### src/rtl/swap_sched.sv
// Round-robin shared swap engine over a small register file.
// Each accepted swap runs IDLE -> LOAD -> WRITE -> DONE; both entries update on one edge.
module swap_sched #(
  parameter int DATA_W = 8,
  parameter int DEPTH  = 8,
  parameter int IDX_W  = 3
) (
  input  logic              clk,
  input  logic              rst_n,
  input  logic              req0_valid,
  input  logic [IDX_W-1:0]  req0_idx_a,
  input  logic [IDX_W-1:0]  req0_idx_b,
  output logic              req0_ready,
  input  logic              req1_valid,
  input  logic [IDX_W-1:0]  req1_idx_a,
  input  logic [IDX_W-1:0]  req1_idx_b,
  output logic              req1_ready,
  output logic              done_valid,
  output logic              done_id,
  output logic              busy,
  input  logic              init_we,
  input  logic [IDX_W-1:0]  init_idx,
  input  logic [DATA_W-1:0] init_data,
  input  logic [IDX_W-1:0]  rd_idx,
  output logic [DATA_W-1:0] rd_data
);

  localparam logic [1:0] S_IDLE  = 2'd0;
  localparam logic [1:0] S_LOAD  = 2'd1;
  localparam logic [1:0] S_WRITE = 2'd2;
  localparam logic [1:0] S_DONE  = 2'd3;

  localparam logic [IDX_W:0] DEPTH_L = (IDX_W + 1)'(DEPTH);

  logic [1:0]        state;
  logic              ptr;
  logic              owner;
  logic [IDX_W-1:0]  ia;
  logic [IDX_W-1:0]  ib;
  logic [DATA_W-1:0] ta;
  logic [DATA_W-1:0] tb;
  logic [DATA_W-1:0] mem [DEPTH];

  logic              idle;
  logic              grant0;
  logic              grant1;
  logic              accept_ok;
  logic              handshake;
  logic              swap_en;
  logic              init_en;
  logic [DATA_W-1:0] rd_a;
  logic [DATA_W-1:0] rd_b;

  function automatic logic in_range(input logic [IDX_W-1:0] idx);
    return ({1'b0, idx} < DEPTH_L);
  endfunction

  assign idle = (state == S_IDLE);

  // A lone requester wins outright; the pointer only breaks ties.
  assign grant0    = req0_valid & (~req1_valid | ~ptr);
  assign grant1    = req1_valid & (~req0_valid | ptr);
  assign accept_ok = idle & ~init_we & rst_n;
  assign req0_ready = accept_ok & grant0;
  assign req1_ready = accept_ok & grant1;
  assign handshake  = req0_ready | req1_ready;

  assign busy       = ~idle;
  assign done_valid = (state == S_DONE);
  assign done_id    = (state == S_DONE) & owner;

  // A swap touching any out-of-range entry leaves the whole file untouched.
  assign swap_en = (state == S_WRITE) & in_range(ia) & in_range(ib);
  assign init_en = idle & init_we;

  always_comb begin
    rd_data = '0;
    rd_a    = '0;
    rd_b    = '0;
    for (int i = 0; i < DEPTH; i++) begin
      if (rd_idx == IDX_W'(i)) rd_data = mem[i];
      if (ia == IDX_W'(i))     rd_a    = mem[i];
      if (ib == IDX_W'(i))     rd_b    = mem[i];
    end
  end

  always_ff @(posedge clk or negedge rst_n) begin
    if (!rst_n) begin
      state <= S_IDLE;
      ptr   <= 1'b0;
      owner <= 1'b0;
      ia    <= '0;
      ib    <= '0;
      ta    <= '0;
      tb    <= '0;
    end else begin
      case (state)
        S_IDLE: begin
          if (handshake) begin
            ia    <= req1_ready ? req1_idx_a : req0_idx_a;
            ib    <= req1_ready ? req1_idx_b : req0_idx_b;
            owner <= req1_ready;
            ptr   <= ~req1_ready;
            state <= S_LOAD;
          end
        end
        S_LOAD: begin
          ta    <= rd_a;
          tb    <= rd_b;
          state <= S_WRITE;
        end
        S_WRITE: state <= S_DONE;
        default: state <= S_IDLE;
      endcase
    end
  end

  always_ff @(posedge clk or negedge rst_n) begin
    if (!rst_n) begin
      for (int i = 0; i < DEPTH; i++) mem[i] <= '0;
    end else begin
      for (int i = 0; i < DEPTH; i++) begin
        if (init_en && init_idx == IDX_W'(i)) begin
          mem[i] <= init_data;
        end else if (swap_en && ia == IDX_W'(i)) begin
          mem[i] <= tb;
        end else if (swap_en && ib == IDX_W'(i)) begin
          mem[i] <= ta;
        end
      end
    end
  end

endmodule

### config.mk
export PLATFORM = sky130hd
export DESIGN_NAME = swap_sched
export DESIGN_NICKNAME = d
export VERILOG_FILES = /design/src/rtl/swap_sched.sv
export SDC_FILE = /design/constraint.sdc
export NUM_CORES = 1
export LEC_CHECK = 0
export ABC_AREA = 1
export BUFFER_PORTS_ARGS = -buffer_cell sky130_fd_sc_hd__buf_2
export CORE_MARGIN = 8
export CORE_UTILIZATION = 47
export CTS_BUF_LIST = sky130_fd_sc_hd__clkbuf_4 sky130_fd_sc_hd__clkbuf_8
export CTS_CLUSTER_DIAMETER = 120
export DETAILED_ROUTE_END_ITERATION = 8
export SYNTH_ARGS = -nofsm -noshare
export SYNTH_HDL_FRONTEND = slang
export SYNTH_SLANG_ARGS = --single-unit
### constraint.sdc
create_clock -name clk -period 2.7 [get_ports clk]
set_input_delay 0.27 -clock clk [delete_from_list [all_inputs] [get_ports clk]]
set_output_delay 0.27 -clock clk [all_outputs]
set_load 0.02 [all_outputs]
==> results.md, run 1 <==
- Rel. slew slack: 0.374
- Final TNS setup: 0 ps
- Final net count: roughly 1000
- Number of max-cap violations: 0
- Skew final: ~13 ps
- Crit path largest cell delay: 530 ps
- Routed wire length: roughly 27000 um
- Post-DRT Antenna Nets: 0
- Ports: 44
- CP arrival: 2750 ps
- RSZ-0062 raised after global routing: false
- Largest net degree at the start of global routing: 49
- Critical path required time: 2990 ps
- Htree depth: 3
- Commonest non-fill, non-tap cell in the layout: nand2_1
- Initial core utilization: 0.478
- Syn Area/Cell: approximately 6.7 um2
- Vias post-DR: just over 7000
- Drt initial violations: between 900 and 1000
- Placed Cells incl. Taps: 1148
- VDD IR-drop max: between 0.9 and 1 mV
- Skew-Pair Late Insertion Delay: 400 ps
- Initial antenna violation count: 0
- N_diodes: 0
- Post-synth EDFFs: 0
- Startpoint Class: flip-flop
- Most used flip-flop cell after synthesis: dfrtp_1
- CTS tree: yes
- Crit share post-route: 0.911
- Unique masters post-synth: 35
- Hold WS: about 0.0088 ps
- Area Growth Syn to Fin: 9.89%
- Syn nets: 982
- Seq cells post-synth: 90
- TritonCTS buffer count: 9
- Die X: 132 um
- Critical path class: flip-flop to flip-flop
- Util after Layout: 0.526
- WP buf/inv: 1
- Worst Tran Pin Value: between 900 and 1000 ps
- Setup crit end kind: flip-flop
- FP Rows: 42
- Crit Path Max Fanout: 16
- Clock root cell: clkbuf_8
- Clock sinks: 90
- Placeable Area: ~13000 um2
- Remaining DRCs: 0
- Cell family with most CP delay: simple AND/OR/NAND/NOR gates
- Status: finished, final reports clean
- Commonest cells after routing, fill and taps aside: nand2_1 (331), dfrtp_1 (90), nor2_1 (81), inv_1 (68), nand3_1 (68)
- Leakage: around 0.0033 uW
- Crit path time final: around 2500 ps
- Yosys warnings: 0
- Proportion of layout cells with a drive suffix above 1: 0.109
- Grt total ovfl: 0
- Hold Vio Cnt, Final: 0
- Post-Synthesis Cells: between 900 and 1000
- PortBufs: 43
- Post-CTS setup buffers: 0
- Fmax: 0.406 GHz
- Vias per cell: 6.22
- Worst-path cell chain: inv_1 -> ha_1 -> nand2_1 -> nor2_1 -> nand2_1 -> nand3_1 -> o211ai_1 -> o211ai_1
- Die height: around 130 um
- Final slew viol count: 0
- Crit path launch: state[0]$_DFFE_PN0P_
- Reg clk slew, reported paths: 100 ps
- RR Startpoint: state[0]$_DFFE_PN0P_
- CP max stage cell: nand3_1
- Synth Cell Area: ~6300 um2
- FFs w/ async S/R, synth: 1.00
- Clk buf depth: 2
- CTS Hold Bufs: 0
- Vias in the first global route: between 6000 and 7000
- Post-synthesis sequential area ratio: 0.357
- GPL Wtd Cong: about 1
- Hpwl dp: 20200 um
- Final Cell Area: slightly below 7000 um2
- Total iterations of the first detailed-routing run: 6
- CTS resizes: 0
- Area contributors post-synth: dfrtp_1 (36%), nand2_1 (20%), nand3_1 (5.4%)
- Endpoints failing setup: 0
- Avg WL per Cell: 23.6 um
- Synth top area share: 0.357
- Global-route wire length before repair: between 40000 and 50000 um
- Power density over the cells: 1120 nW/um2
- Die area: between 15000 and 20000 um2
- Number of fill cells: 1337
- Area after DPL: roughly 6700 um2
- Total GRT Usage: 0.314
- Largest area contributor in the netlist: dfrtp_1
- Fin cells: ~1200
- Hold WC Path Type: input port to asynchronous set/reset pin
==> synth_stat cells (3+ instances only) <==
master and instances:
nor3_4 4, dfrtp_1 90, nand2_1 331, buf_1 8
inv_2 7, nand2_2 3, o31ai_1 6, clkbuf_1 9
nand4_1 35, a21oi_1 43, nor2_1 81, o221ai_1 7
buf_2 19, nand3_2 3, nor3_1 9, a211oi_1 7
o21ai_0 45, nand3_1 68, ha_1 4, o21ai_1 25
inv_1 68, o22ai_1 20, nor3_2 4, o211ai_1 36
==> metal layers <==
metal / global-route usage / part of all wire / vias to the layer above
met3: 0.0873 / 0.12 / 89
li1: - / - / 3267
met4: 0.193 / 0.061 / 0
met1: 0.407 / 0.41 / 3399
met2: 0.454 / 0.42 / 482
met5: 0 / 0 / -
==> stage by stage <==
step / power [uW] / setup slack (ps)
final: 7740 / 240
after global routing: 8150 / 128
after CTS: 7560 / 337
after detailed placement: 6490 / 364
after global placement: 6440 / 372
after floorplan: 4970 / 531
==> flip-flops by register name (all words and copies together) (netlist names) <==
name   count
ib         3
ia         3
ptr        1
state      2
mem       64
owner      1
tb         8
ta         8
==> report_power, final <==
part | internal [uW] | switching (uW) | leakage [uW]
registers | 1910 | 1050 | 0.00116
logic | 1170 | 2520 | 0.00200
clock network | 522 | 555 | 0.000106
==> worst paths after layout <==
check | endpoint | slack, ps | cells after the start
setup / recovery | mem[39]$_DFFE_PN0P_ | 240 | 8
hold / removal | mem[62]$_DFFE_PN0P_ | 0.009 | 2
setup reg to reg | mem[39]$_DFFE_PN0P_ | 240 | 8
hold reg to reg | tb[5]$_DFFE_PN0P_ | 490 | 2
max in group asynchronous | mem[33]$_DFFE_PN0P_ | 1560 | 3
min in group clk | ia[0]$_DFFE_PN0P_ | 190 | 3
==> cells by family (layout without fill, tap and decap cells) <==
logic type,Yosys count,in the layout,synth area share
AND/OR/NAND/NOR,543,543,0.374
AO/OA/AOI/OAI,196,196,0.187
buffers and inverters,114,154,0.0740
flip-flops,90,90,0.357
adder cells (fa/ha/maj),4,4,0.00793
==> cell type report <==
type	count	area, um2	share of cell area
Clock inverter	6	90.1	0.0130
Multi-Input combinational cell	743	3590	0.518
Tap cell	176	220	0.0318
Timing Repair Buffer	64	375	0.0541
Inverter	75	282	0.0406
Sequential cell	90	2250	0.325
Clock buffer	9	124	0.0179
(Power assumes the default switching activity.)
==> inputs of run 2 (changes only) <==
- clock period: 2.7 -> 3.1 ns (I/O delays scaled with it)
==> run 2 against run 1 <==
  * Worst setup slack better by 420 ps
  * Count of clock-buffer cells in the layout grew 2
  * Hold slack gained 2.9 ps
  * Critical path type unchanged
==> results.md, run 2 (same netlist as run 1, synthesis figures left out) <==
- Status: finished, final reports clean
- Stages on worst setup path: 8 (unchanged)
- CTS tree: yes
- Initial core utilization: 0.478 (unchanged)
- Crit share post-route: 0.787 (-0.124)
- Proportion of layout cells with a drive suffix above 1: 0.106 (-0.00362)
- Final TNS setup: 0 ps (unchanged)
- Largest net degree at the start of global routing: 58 (+18%)
- Die area: 17400 um2 (unchanged)
- Hold WC Path Type: input port to asynchronous set/reset pin
- VDD IR-drop max: 0.525 mV (-43%)
- R2R Setup Slk: 660 ps (+420 ps)
- TritonCTS buffer count: 9 (unchanged)
- Final Cell Area: 6890 um2 (-0.65%)
- Crit Path Max Fanout: 17 (+1)
- Vias in the first global route: 6743 (-0.21%)
- Comb power frac: 0.489 (+0.011)
- Total GRT Usage: 0.299 (-0.0151)
- P_sw: 3440 uW (-17%)
- Worst-path cell chain: inv_2 -> nor3_4 -> nand2_2 -> nand2_1 -> nand2_1 -> inv_2 -> nand2_1 -> o211ai_1
- Placeable Area: 13200 um2 (unchanged)
- FP Rows: 42 (unchanged)
- Rel. slew slack: 0.395 (+0.0215)
- Post-DRT Antenna Nets: 0 (unchanged)
- WP buf/inv: 2 (+1)
- Commonest non-fill, non-tap cell in the layout: nand2_1
- Commonest cells after routing, fill and taps aside: nand2_1 (331), dfrtp_1 (90), nor2_1 (81), inv_1 (68), nand3_1 (68)
- Crit path launch: ia[0]$_DFFE_PN0P_
- Hold Vio Cnt, Final: 0 (unchanged)
- RSZ-0062 raised after global routing: false
- Worst reg-to-reg path cell count: 8 (unchanged)
- Critical Path Most Common Cell: nand2_1
- Power density over the cells: 941 nW/um2 (-16%)
- Post-CTS setup buffers: 0 (unchanged)
- Wire length on met2: 11300 um (-1.1%)
- RR Startpoint: ia[0]$_DFFE_PN0P_
- Post-route met1 wirelength: 10500 um (-5.8%)
- Grt total ovfl: 0 (unchanged)
- DR top layer: met4
- Biggest regs: mem (64), ta (8), tb (8)
- Cell family with most CP delay: simple AND/OR/NAND/NOR gates
- Clk buf depth: 2 (unchanged)
- Fmax: 0.410 GHz (+0.83%)
- Area after DPL: 6680 um2 (-0.56%)
- Number of max-cap violations: 0 (unchanged)
- Drt initial violations: 881 (-7.3%)
- Cell Int Power: 3050 uW (-15%)
- Skew final: 20.2 ps (+7.18 ps)
- Final net count: 1013 (-0.49%)
- Setup crit end kind: flip-flop
- Die X: 132 um (unchanged)
- Hold WS: 2.90 ps (+2.90 ps)
- Vias per cell: 6.14 (-1.4%)
- Clock root cell: clkbuf_8
- PortBufs: 43 (unchanged)
- Crit path time final: 2440 ps (-20.2 ps)
- Met3 wire len: 3000 um (-6.6%)
- Crit path largest cell delay: 640 ps (+110 ps)
- Avg WL per Cell: 22.4 um (-4.9%)
- Initial antenna violation count: 0 (unchanged)
- Routed wire length: 26000 um (-5.2%)
- Final slew viol count: 0 (unchanged)
- Sw Ratio: 0.530 (-0.00419)
- R2R Path End: mem[50]$_DFFE_PN0P_
- Clock group share of total power: 0.137 (-0.002)
- Remaining DRCs: 0 (unchanged)
- Clock sinks: 90 (unchanged)
- CTS Hold Bufs: 0 (unchanged)
- Biggest register: mem
- Hpwl dp: 19400 um (-4.0%)
- Max reg flops: 64 (unchanged)
- Die height: 132 um (unchanged)
- Sequential share of power: 0.374 (-0.009)
- CTS resizes: 0 (unchanged)
- Critical path class: flip-flop to flip-flop
- Vias post-DR: 7114 (-1.7%)
- Critical path required time: 3390 ps (+400 ps)
- Area Growth Syn to Fin: 9.18%
- Startpoint Class: flip-flop
- Total iterations of the first detailed-routing run: 6 (unchanged)
- CP max stage cell: dfrtp_1
- Htree depth: 3 (unchanged)
- Skew-Pair Late Insertion Delay: 400 ps (about the same)
- Endpoints failing setup: 0 (unchanged)
- N_diodes: 0 (unchanged)
- Worst Tran Pin Value: 906 ps (-26.1 ps)
- Global-route wire length before repair: 40200 um (-2.9%)
- CP arrival: 2730 ps (-20 ps)
- Reg clk slew, reported paths: 90 ps (about the same)
- Crit path capture: mem[50]$_DFFE_PN0P_
- Ports: 44 (unchanged)
- Leakage: 0.00324 uW (-0.65%)
- GPL Wtd Cong: 1.00 (-2.6%)
==> run 2: area by class of cell <==
cell class              instances  area (um2)
fillers                      1349        6300
multi-input cells             743        3590
flip-flops and latches         90        2250
repair buffers                 59         338
inverters                      75         282
well taps                     176         220
clock buffers                  11         145
clock inverters                 5        61.3
==> run 2: metrics by stage <==
stage                util  total power (uW)  cells  setup slack (ps)
global placement    0.507              5390   1143               814
CTS                 0.522              6360   1159               726
detailed placement  0.507              5480   1143               744
floorplan               -              4330    947               931
finish              0.522              6480   1159               660
global route        0.522              6900   1159               464
==> run 2: power by group through the flow <==
| stage | logic, uW | registers (uW) | clock network, uW |
|---|---|---|---|
| CTS | 3080 | 2380 | 897 |
| finish | 3170 | 2420 | 886 |
| global placement | 3000 | 2380 | 0 |
| detailed placement | 3070 | 2400 | 0 |
| global route | 3490 | 2480 | 931 |
| floorplan | 2330 | 1990 | 0 |
==> run 2: worst min path at each step <==
stage | from | slack (ps) | endpoint | cells after the start
after detailed placement | rst_n | 420 | mem[55]$_DFFE_PN0P_ | 2
after global routing | rst_n | 50 | mem[55]$_DFFE_PN0P_ | 2
after floorplan | rst_n | 10 | ia[0]$_DFFE_PN0P_ | 0
final | rst_n | 3 | mem[55]$_DFFE_PN0P_ | 2
after CTS | rst_n | 10 | mem[55]$_DFFE_PN0P_ | 2
after global placement | rst_n | 420 | mem[55]$_DFFE_PN0P_ | 2
==> run 2: worst reg2reg max path, delay by kind of cell (launching register included) <==
kind	cells	cell delay, ps
simple gates	5	1260
flops	1	640
buf+inv	2	360
compound gates	1	100
==> run 2: per-layer routing <==
layer,up-vias,global-route usage
li1,3273,-
met1,3335,0.390
met2,433,0.434
met3,73,0.0922
met4,0,0.158
met5,-,0
==> inputs of run 3 (changes only) <==
- ABC_AREA: 1 -> 0
- clock period: 3.1 -> 2.5 ns (I/O delays scaled with it)
==> run 3 against run 2 <==
  * Critical path depth shrank 1
  * Largest cell class unchanged
  * First-iteration DRC count decreased by 33%
  * Sequential share of layout area is 2.7 points lower
  * Utilization is 0.41 points lower
  * Highest routed layer unchanged
==> results.md, run 3 <==
- Status: finished, final reports clean
- Ports: 44 (unchanged)
- Proportion of layout cells with a drive suffix above 1: 0.227 (+0.121)
- Yosys warnings: 0 (unchanged)
- Post-DRT Antenna Nets: 0 (unchanged)
- Power density over the cells: 1270 nW/um2 (+34%)
- Synth top area share: 0.325 (-0.0317)
- Most frequent cell after synthesis: nand2_1
- Clock sinks: 90 (unchanged)
- Post-synthesis sequential area ratio: 0.325 (-0.0317)
- Sw Ratio: 0.468 (-0.0622)
- Placeable Area: 14500 um2 (+9.8%)
- Crit path time final: around 2300 ps
- Final TNS setup: 0 ps (unchanged)
- Hold Crit Start: req0_idx_a[0]
- Worst Tran Pin Value: 1020 ps (+111 ps)
- P_sw: 4440 uW (+29%)
- Die X: 137 um (+4.2%)
- Final slew viol count: 0 (unchanged)
- Biggest register: mem
- Initial core utilization: 0.478 (about the same)
- Hpwl dp: 16300 um (-16%)
- Critical path class: flip-flop to primary output
- Clk buf depth: 2 (unchanged)
- Skew final: 13.8 ps (-6.37 ps)
- Routed wire length: 21600 um (-17%)
- Final WS setup: 182 ps (-478 ps)
- Initial antenna violation count: 0 (unchanged)
- Syn Area/Cell: 9.03 um2 (+35%)
- Synth cell count leaders: nand2_1 (104), mux2i_1 (98), dfrtp_1 (90)
- Rel. slew slack: 0.322 (-0.0734)
- Remaining DRCs: 0 (unchanged)
- Number of max-cap violations: 0 (unchanged)
- Avg WL per Cell: 22.2 um (-0.96%)
- Fmax: approximately 0.43 GHz
- Comb power frac: 0.498 (+0.009)
- Final net count: 819 (-19%)
- FP Rows: 44 (+4.8%)
- Vias per cell: 6.30 (+2.6%)
- GPL Wtd Cong: 0.899 (-10%)
- TritonCTS buffer count: 9 (unchanged)
- Hold WC Path Type: input port to flip-flop
- Crit share post-route: 0.927
- RR Startpoint: state[0]$_DFFE_PN0P_
- Clock root cell: clkbuf_8
- Critical path required time: 2250 ps (-1140 ps)
- Htree depth: 3 (unchanged)
- Cell Int Power: 5060 uW (+66%)
- Endpoints failing setup: 0 (unchanged)
- Total iterations of the first detailed-routing run: 5 (-1)
- Leakage: 0.00324 uW (about the same)
- Largest net degree at the start of global routing: 78 (+34%)
- Skew-Pair Late Insertion Delay: 380 ps (-20 ps)
- Area Growth Syn to Fin: 8.35%
- PortBufs: 43 (unchanged)
- Max reg flops: 64 (unchanged)
- Total GRT Usage: 0.236 (-0.0628)
- Setup WS pre-CTS: 343 ps (-401 ps)
- Grt total ovfl: 0 (unchanged)
- CTS tree: yes
- Vias post-DR: 6126 (-14%)
- Most used flip-flop cell after synthesis: dfrtp_1
- RSZ-0062 raised after global routing: false
- Area contributors post-synth: dfrtp_1 (33%), mux2i_1 (14%), mux2_2 (9.4%)
- Startpoint Class: flip-flop
- Unique masters post-synth: 59 (+69%)
- Die area: 18900 um2 (+8.5%)
- Clock group share of total power: 0.116 (-0.021)
- Die height: 137 um (+4.2%)
- Vias in the first global route: 5780 (-14%)
- Commonest cells after routing, fill and taps aside: nand2_1 (104), mux2i_1 (98), dfrtp_1 (90), o21ai_0 (88), mux2_2 (58)
- CP arrival: 2070 ps (-660 ps)
- Commonest non-fill, non-tap cell in the layout: nand2_1
- Seq cells post-synth: 90 (unchanged)
- Setup crit end kind: primary output
- Syn nets: 802 (-18%)
- Drt initial violations: 592 (-33%)
- Crit Path Max Fanout: 9 (-8)
- Reg clk slew, reported paths: 100 ps (about the same)
- N_diodes: 0 (unchanged)
- Post-Synthesis Cells: 767 (-19%)
- Crit path launch: state[0]$_DFFE_PN0P_
- Post-synth EDFFs: 0 (unchanged)
- Global-route wire length before repair: 34000 um (-15%)
- Hold Vio Cnt, Final: 0 (unchanged)
- Biggest regs: mem (64), ta (8), tb (8)
- Synth Cell Area: 6920 um2 (+9.7%)
- Largest area contributor in the netlist: dfrtp_1
- FFs w/ async S/R, synth: 1.00 (unchanged)
- VDD IR-drop max: 0.480 mV (-8.7%)
- Sequential share of power: 0.386 (+0.012)
-- run 3: timing repair --
| item | CTS | global route |
|---|---|---|
| hold buffers | 1 | 0 |
| endpoints found under the hold margin | 13 | 0 |
| endpoints found under the setup margin | 1 | 2 |
| buffers inserted | 0 | 0 |
| resized for setup | 1 | 3 |
-- run 3: through the flow --
stage	std cells	instance area (um2)	power, uW	util	hold slack (ps)
5_1_grt	973	7500	10200	0.518	95.4
3_5_place_dp	956	7270	8270	0.502	122
6_report	973	7500	9500	0.518	102
3_3_place_gp	956	7270	8090	0.502	116
2_1_floorplan	767	6920	6790	-	-45.6
4_1_cts	973	7490	9410	0.517	88.7
-- run 3: logic make-up after synthesis --
kind of cell               Yosys count  share of synthesized area
AOI/OAI and AO/OA                  217                      0.188
adders and majority gates            4                    0.00723
buffers and inverters               89                     0.0620
DFF                                 90                      0.325
muxes                              169                      0.266
and+or+nand+nor                    198                      0.151
-- run 3: area by class of cell --
type,instances,area [um2]
flip-flops and latches,90,2250
inverters,23,87.6
well taps,184,230
clock buffers,10,138
multi-input cells,588,4260
clock inverters,6,71.3
fillers,1336,6980
repair buffers,72,463
-- run 3: routing by layer --
layer	up-vias	wire, um	GRT usage
li1	2824	-	-
met2	271	9450	0.340
met5	-	0	0
met1	3009	9790	0.346
met3	22	2130	0.0532
met4	0	231	0.0634
-- run 3: power by group through the flow --
stage / Combinational, uW / Sequential, uW / Clock, uW
final: 4730 / 3660 / 1110
after CTS: 4690 / 3580 / 1140
after global placement: 4520 / 3570 / 0
after detailed placement: 4660 / 3610 / 0
after global routing: 5220 / 3740 / 1190
after floorplan: 4110 / 2680 / 0
-- run 3: final timing paths --
path	to	slack, ps	depth (start not counted)
setup / recovery	req1_ready	180	7
hold reg to reg	owner$_DFFE_PN0P_	500	2
setup reg to reg	mem[54]$_DFFE_PN0P_	270	7
min in group asynchronous	owner$_DFFE_PN0P_	240	2
max in group asynchronous	ta[1]$_DFFE_PN0P_	990	3
hold / removal	ia[0]$_DFFE_PN0P_	100	3
-- run 3: worst max-delay path: stages (launching register included) --
cell     delay [ps]
dfrtp_1         410
inv_1           120
ha_2            280
and3b_1         250
nand3_2         190
buf_4           220
inv_1            50
buf_2           150
